**config.mk**
```make
export PLATFORM = sky130hd
export DESIGN_NAME = apb_cfg_master
export DESIGN_NICKNAME = d
export VERILOG_FILES = /design/src/rtl/apb_cfg_master.sv
export SDC_FILE = /design/constraint.sdc
export NUM_CORES = 1
export LEC_CHECK = 0
export ABC_CLOCK_PERIOD_IN_PS = 2200
export CAP_MARGIN = 20
export CORE_MARGIN = 2
export CORE_UTILIZATION = 44
export CTS_CLUSTER_DIAMETER = 30
export DETAILED_ROUTE_END_ITERATION = 8
export GPL_ROUTABILITY_DRIVEN = 0
export GPL_TIMING_DRIVEN = 0
export PLACE_DENSITY = 0.87
export REMOVE_ABC_BUFFERS = 1
export SLEW_MARGIN = 20
export SYNTH_ARGS = -nofsm -noshare
export SYNTH_HDL_FRONTEND = slang
export SYNTH_SLANG_ARGS = --single-unit
```
**constraint.sdc**
```tcl
create_clock -name pclk -period 2.2 [get_ports pclk]
set_input_delay 0.55 -clock pclk [delete_from_list [all_inputs] [get_ports pclk]]
set_output_delay 0.55 -clock pclk [all_outputs]
set_load 0.03 [all_outputs]
```
**src/rtl/apb_cfg_master.sv**
```systemverilog
// apb_cfg_master: single-outstanding APB initiator.
// Converts a valid/ready command stream into APB transfers and returns
// read data / error status on a valid/ready response stream.
// Optional build macro: APB_MASTER_TIMEOUT_EN adds an ACCESS-phase wait
// timeout of TIMEOUT_CYCLES pready-low cycles, reported as an error response.
module apb_cfg_master #(
  parameter int ADDR_WIDTH     = 32,
  parameter int DATA_WIDTH     = 32,
  parameter int TIMEOUT_CYCLES = 16
) (
  input  logic                  pclk,
  input  logic                  presetn,
  input  logic                  cmd_vld,
  output logic                  cmd_rdy,
  input  logic                  cmd_write,
  input  logic [ADDR_WIDTH-1:0] cmd_addr,
  input  logic [DATA_WIDTH-1:0] cmd_wdata,
  output logic                  rsp_vld,
  input  logic                  rsp_rdy,
  output logic [DATA_WIDTH-1:0] rsp_rdata,
  output logic                  rsp_err,
  output logic                  psel,
  output logic                  penable,
  output logic                  pwrite,
  output logic [ADDR_WIDTH-1:0] paddr,
  output logic [DATA_WIDTH-1:0] pwdata,
  input  logic [DATA_WIDTH-1:0] prdata,
  input  logic                  pready,
  input  logic                  pslverr
);

  typedef enum logic [1:0] {
    IDLE   = 2'd0,
    SETUP  = 2'd1,
    ACCESS = 2'd2,
    RESP   = 2'd3
  } state_t;

  state_t                  state_reg,     state_next;
  logic                    psel_reg,      psel_next;
  logic                    penable_reg,   penable_next;
  logic                    pwrite_reg,    pwrite_next;
  logic [ADDR_WIDTH-1:0]   paddr_reg,     paddr_next;
  logic [DATA_WIDTH-1:0]   pwdata_reg,    pwdata_next;
  logic                    rsp_vld_reg,   rsp_vld_next;
  logic                    rsp_err_reg,   rsp_err_next;
  logic [DATA_WIDTH-1:0]   rsp_rdata_reg, rsp_rdata_next;

  // Byte-lane bits of the command address never reach the bus (word aligned).
  logic unused_addr_bits;
  assign unused_addr_bits = ^cmd_addr[1:0];

`ifdef APB_MASTER_TIMEOUT_EN
  localparam int CNT_W = $clog2(TIMEOUT_CYCLES + 1);
  // Value of the wait counter during the last permitted pready-low cycle.
  localparam logic [CNT_W-1:0] CNT_LAST = CNT_W'(TIMEOUT_CYCLES - 1);
  logic [CNT_W-1:0] wait_cnt_reg, wait_cnt_next;
`endif

  // Command is only taken while idle and out of reset.
  assign cmd_rdy   = (state_reg == IDLE) && presetn;

  assign psel      = psel_reg;
  assign penable   = penable_reg;
  assign pwrite    = pwrite_reg;
  assign paddr     = paddr_reg;
  assign pwdata    = pwdata_reg;
  assign rsp_vld   = rsp_vld_reg;
  assign rsp_err   = rsp_err_reg;
  assign rsp_rdata = rsp_rdata_reg;

  // State and registered-output update; reset abandons any transfer.
  always_ff @(posedge pclk) begin
    if (!presetn) begin
      state_reg     <= IDLE;
      psel_reg      <= 1'b0;
      penable_reg   <= 1'b0;
      pwrite_reg    <= 1'b0;
      paddr_reg     <= '0;
      pwdata_reg    <= '0;
      rsp_vld_reg   <= 1'b0;
      rsp_err_reg   <= 1'b0;
      rsp_rdata_reg <= '0;
`ifdef APB_MASTER_TIMEOUT_EN
      wait_cnt_reg  <= '0;
`endif
    end else begin
      state_reg     <= state_next;
      psel_reg      <= psel_next;
      penable_reg   <= penable_next;
      pwrite_reg    <= pwrite_next;
      paddr_reg     <= paddr_next;
      pwdata_reg    <= pwdata_next;
      rsp_vld_reg   <= rsp_vld_next;
      rsp_err_reg   <= rsp_err_next;
      rsp_rdata_reg <= rsp_rdata_next;
`ifdef APB_MASTER_TIMEOUT_EN
      wait_cnt_reg  <= wait_cnt_next;
`endif
    end
  end

  // Next-state and next-output logic; every register holds unless changed.
  always_comb begin
    state_next     = state_reg;
    psel_next      = psel_reg;
    penable_next   = penable_reg;
    pwrite_next    = pwrite_reg;
    paddr_next     = paddr_reg;
    pwdata_next    = pwdata_reg;
    rsp_vld_next   = rsp_vld_reg;
    rsp_err_next   = rsp_err_reg;
    rsp_rdata_next = rsp_rdata_reg;
`ifdef APB_MASTER_TIMEOUT_EN
    wait_cnt_next  = wait_cnt_reg;
`endif

    unique case (state_reg)
      IDLE: begin
        if (cmd_vld) begin
          pwrite_next  = cmd_write;
          paddr_next   = {cmd_addr[ADDR_WIDTH-1:2], 2'b00};
          pwdata_next  = cmd_write ? cmd_wdata : '0;
          psel_next    = 1'b1;
          penable_next = 1'b0;
          state_next   = SETUP;
        end
      end

      SETUP: begin
        penable_next = 1'b1;
        state_next   = ACCESS;
`ifdef APB_MASTER_TIMEOUT_EN
        wait_cnt_next = '0;
`endif
      end

      ACCESS: begin
        if (pready) begin
          // Completion: pready wins even on the final permitted cycle.
          rsp_err_next   = pslverr;
          rsp_rdata_next = (!pwrite_reg && !pslverr) ? prdata : '0;
          psel_next      = 1'b0;
          penable_next   = 1'b0;
          rsp_vld_next   = 1'b1;
          state_next     = RESP;
        end
`ifdef APB_MASTER_TIMEOUT_EN
        else if (wait_cnt_reg == CNT_LAST) begin
          // Slave never answered: close the bus and report an error.
          rsp_err_next   = 1'b1;
          rsp_rdata_next = '0;
          psel_next      = 1'b0;
          penable_next   = 1'b0;
          rsp_vld_next   = 1'b1;
          state_next     = RESP;
        end else begin
          wait_cnt_next = wait_cnt_reg + 1'b1;
        end
`endif
      end

      RESP: begin
        if (rsp_rdy) begin
          rsp_vld_next = 1'b0;
          state_next   = IDLE;
        end
      end

      default: state_next = IDLE;
    endcase
  end

endmodule

```
After elaboration in Yosys (flattened, before gate mapping) --
Index checks and enable logic that the tools add are counted.
Word-level totals: input port bits 103, output and inout port bits 102, register bits 101, word-level logic and storage cells 43
Cells by class: equality and inequality tests 6, multiplexer cells 14, reductions and logical operators 14
Operators with widths (count):
- 32-bit 2-to-1 mux | 2
- 3-bit AND reduction | 4
- 2-bit case mux with 4 select lines | 1
- 2-bit 2-to-1 mux | 3
- 2-bit inequality test, second input constant | 3
- 1-bit 2-to-1 mux | 5
- 2-bit == test, second input constant | 2
- 1-bit case mux with 2 select lines | 2
- 2-bit AND reduction | 2
- 2-bit nonzero test | 2
- 1-bit case mux with 3 select lines | 1
- 3-bit nonzero test | 1
- 2-bit by 1-bit == test with 1-bit output, second input constant | 1
- 1-bit logical AND | 2
- 1-bit logical NOT | 2
- 2-bit logical NOT | 1

Depth between registers and ports, before layout --
depth in word-level cells 3, mapped depth 7, mapped depth without buffers 5

Worst setup path before layout --
OpenSTA, ideal clock, no wires.
kind register to output, start point register state_reg[0], end point output cmd_rdy, cell stages (with the launch flop) 4, data arrival time 0.997 ns, path slack 0.653 ns, data required time 1.650 ns, path buffers 0, cells stage by stage dfxtp_1 -> inv_1 -> ha_1 -> and2_1
On the way: word-level cells in the longest chain between the ends 2
Ends and longest elaborated chain:
- start: declaration | RTL line 39 | state_t state_reg, state_next;
- start signal: assignment | RTL line 88 | state_reg <= state_next;
- 2-bit logical NOT | RTL line 61 | assign cmd_rdy = (state_reg == IDLE) && presetn;
- 1-bit logical AND | RTL line 61
- end: declaration | RTL line 14 | output logic cmd_rdy,
No other way between the ends.

Worst setup path in the final report --
Ends and elaborated chain as after synthesis.

==> run_results.csv <==
group,metric,value,unit
layout,nets,722,
routing,wl_per_cell,14.7,um
floorplan,die_area,0.0104,mm^2
placed_design,port_buffers,200,
synth,ys_seq_area_frac,0.479,
floorplan,initial_core_util,0.455,
sta,skew,0.0176,ns
clocking,cts_buffers,9,
synth,synth_common_cells,"nand2_1, dfxtp_1, a21oi_1",
clocking,clockRootBuffer,"clkbuf_8",
routing,drc_errors,0,
routing,vias,3685,
synth,yosysUniqueCellTypes,38,
layout,drive_gt1_frac,0.186,
sta,setup_viol,0,
clocking,postCtsSetupRepairBufs,0,
placed_design,dpl-instance-area,0.00612,mm^2
sta,rsz0062_at_grt,"false",
synth,synthArstFlopShare,0,
synth,ys.flop_type,"dfxtp_1",
global_route,grt_usage,0.204,
critical_path,worst-path-stages,4,
global_route,grt_max_degree,64,
routing,vias_per_cell,4.94,
floorplan,chipHeight,102,um
critical_path,worstSetupStartpointType,"flop",
power_and_ir_drop,leakagePower,0.00218,uW
synth,synth-edff-count,0,
critical_path,critPathCaptureType,"output pin",
clocking,cts_tree,"done",
synth,yosysMostFrequentCell,"nand2_1",
critical_path,cp_top_family,"buffers and inverters",
critical_path,crit_fanout,6,
synth,synth_top_area_frac,0.479,
layout,multi_input_area,0.00189,mm^2
routing,dr.pass1.iters,4,
floorplan,ios,205,
sta,tightest_slew,0.873,ns
critical_path,slowest_stage,"dfxtp_2",
sta,min_period,2.08,ns
clocking,cts_resized,6,
run_status,outcome,"finished clean",
critical_path,crit_type,"flop to output pin",
worst_hold_path,hold_path_depth,2,
clocking,clk_latency,0.36,ns
power_and_ir_drop,vdd_drop_max,449,uV
clocking,clk_path_buf_depth,2,
layout,regArea,0.00202,mm^2
sta,max_slew_margin,0.418,
layout,stdcell_area,0.00634,mm^2
global_route,grt_overflow,0,
critical_path,crit_chain,"inv_1, ha_2, and2_1, clkdlybuf4s15_2",
routing,wl,11000,um
layout,area_growth,50.0,%
sta,maxSlewViolCount,0,
synth,avgSynthCellArea,9.71,um^2
layout,num-fill-cells,748,
global_route,grt_antenna_before_repair,0,
routing,first_iter_violations,64,
sta,holdWs,0.457,ns
clocking,cts_sinks,101,
power_and_ir_drop,powerDensity,887,mW/mm^2
floorplan,dieWidth,102,um
sta,max_freq,0.482,GHz
routing,ant_nets,0,
critical_path,ff2ff_path_depth,5,
sta,post-route-period-util,0.943,
worst_hold_path,hold_class,"flop to flop",
synth,yosysTopAreaCell,"dfxtp_1",
synth,synth_area,0.00423,mm^2
critical_path,cp.buffers_inverters,2,
sta,hold_viol_final,0,
floorplan,row_count,35,
layout,diodes,0,
synth,ys_warn_count,0,
critical_path,arrival,1.53,ns
synth,ys_top_cells_by_area,"dfxtp_1, nand2_1, nand3_2",
global_route,grt_pass1_vias,3587,
critical_path,slowest_delay,0.36,ns
job,maxCapViolations,0,
clocking,clk_pin_slew,0.09,ns
placed_design,place_hpwl,7740,um
global_route,grt_pass1_wl,16900,um
synth,syn_inst,435,
critical_path,r2r_setup_slack,0.26,ns
clocking,postCtsHoldBufs,0,
critical_path,worstPathRequired,1.65,ns
synth,ys_seq_elements,101,
clocking,h-tree-depth,3,
floorplan,core_area,0.00928,mm^2
-- per-layer routing --
layer,global-route usage,part of all wire,up-vias
li1,-,-,1808
met1,0.225,0.40,1707
met2,0.356,0.47,150
met3,0.0793,0.10,20
met4,0.0749,0.023,0
met5,0,0,-
-- worst reg2reg max path: stages (launching register included) --
cell and delay, ns:
dfxtp_2 0.36, inv_1 0.12, ha_2 0.27, and2_4 0.72, nand3_1 0.24, a21oi_1 0.18
-- cell families (layout without fill, tap and decap cells) --
kind of cell               Yosys count  after routing  share of synthesized area
AOI/OAI and AO/OA                  104            104                      0.197
adders and majority gates            7              7                     0.0207
buffers and inverters               40            221                     0.0785
DFF                                101            101                      0.479
muxes                                2              2                    0.00474
other                                1              2                   0.000888
and+or+nand+nor                    180            180                      0.220
-- cell usage in the layout, fill, tap and decap left out, drive strengths merged --
cell type,n
clkdlybuf4s50,197
nand2,103
dfxtp,101
a21oi,64
nand3,34
nor2,34
a22oi,32
clkbuf,9
ha,7
inv,6
and2b,3
buf,3
mux2i,2
conb,2
and2,2
clkinv,2
o21ai,1
nor2b,1
nor3,1
and4bb,1
or2,1
a32oi,1
a31oi,1
o21a,1
o21bai,1
o211a,1
o311ai,1
o41ai,1
bufinv,1
clkinvlp,1
dlygate4sd2,1
clkdlybuf4s15,1
-- final timing paths --
kind,startpoint,to
hold / removal,paddr[26]$_SDFFE_PN0P_,paddr[26]$_SDFFE_PN0P_
setup reg to reg,state_reg[0]$_SDFFE_PN0P_,pwdata[6]$_SDFFE_PN0P_
hold reg to reg,paddr[26]$_SDFFE_PN0P_,paddr[26]$_SDFFE_PN0P_
setup / recovery,state_reg[0]$_SDFFE_PN0P_,cmd_rdy
-- power breakdown --
group / leakage [uW] / internal, uW / switching, uW
sequential: 0.000822 / 2070 / 144
combinational: 0.00125 / 859 / 1330
clock: 0.000102 / 543 / 675
-- metrics by stage --
| stage | total power, uW | setup TNS, ns | util | setup slack [ns] | cells |
|---|---|---|---|---|---|
| after floorplan | 3520 | 0 | - | 0.203 | 399 |
| after global placement | 4370 | -62.88 | 0.654 | -0.711 | 728 |
| after detailed placement | 4460 | -9.51 | 0.660 | -0.422 | 730 |
| after CTS | 5690 | 0 | 0.682 | 0.0686 | 746 |
| after global routing | 5930 | 0 | 0.683 | 0.0236 | 746 |
| final | 5620 | 0 | 0.683 | 0.125 | 746 |
-- cell type report --
class	instances	share of cell area
Tap cell	129	0.0255
Inverter	3	0.00217
Timing Repair Buffer	202	0.323
Multi-Input combinational cell	295	0.298
Clock buffer	9	0.0195
Clock inverter	7	0.0126
Sequential cell	101	0.319
(Power assumes the default switching activity.)
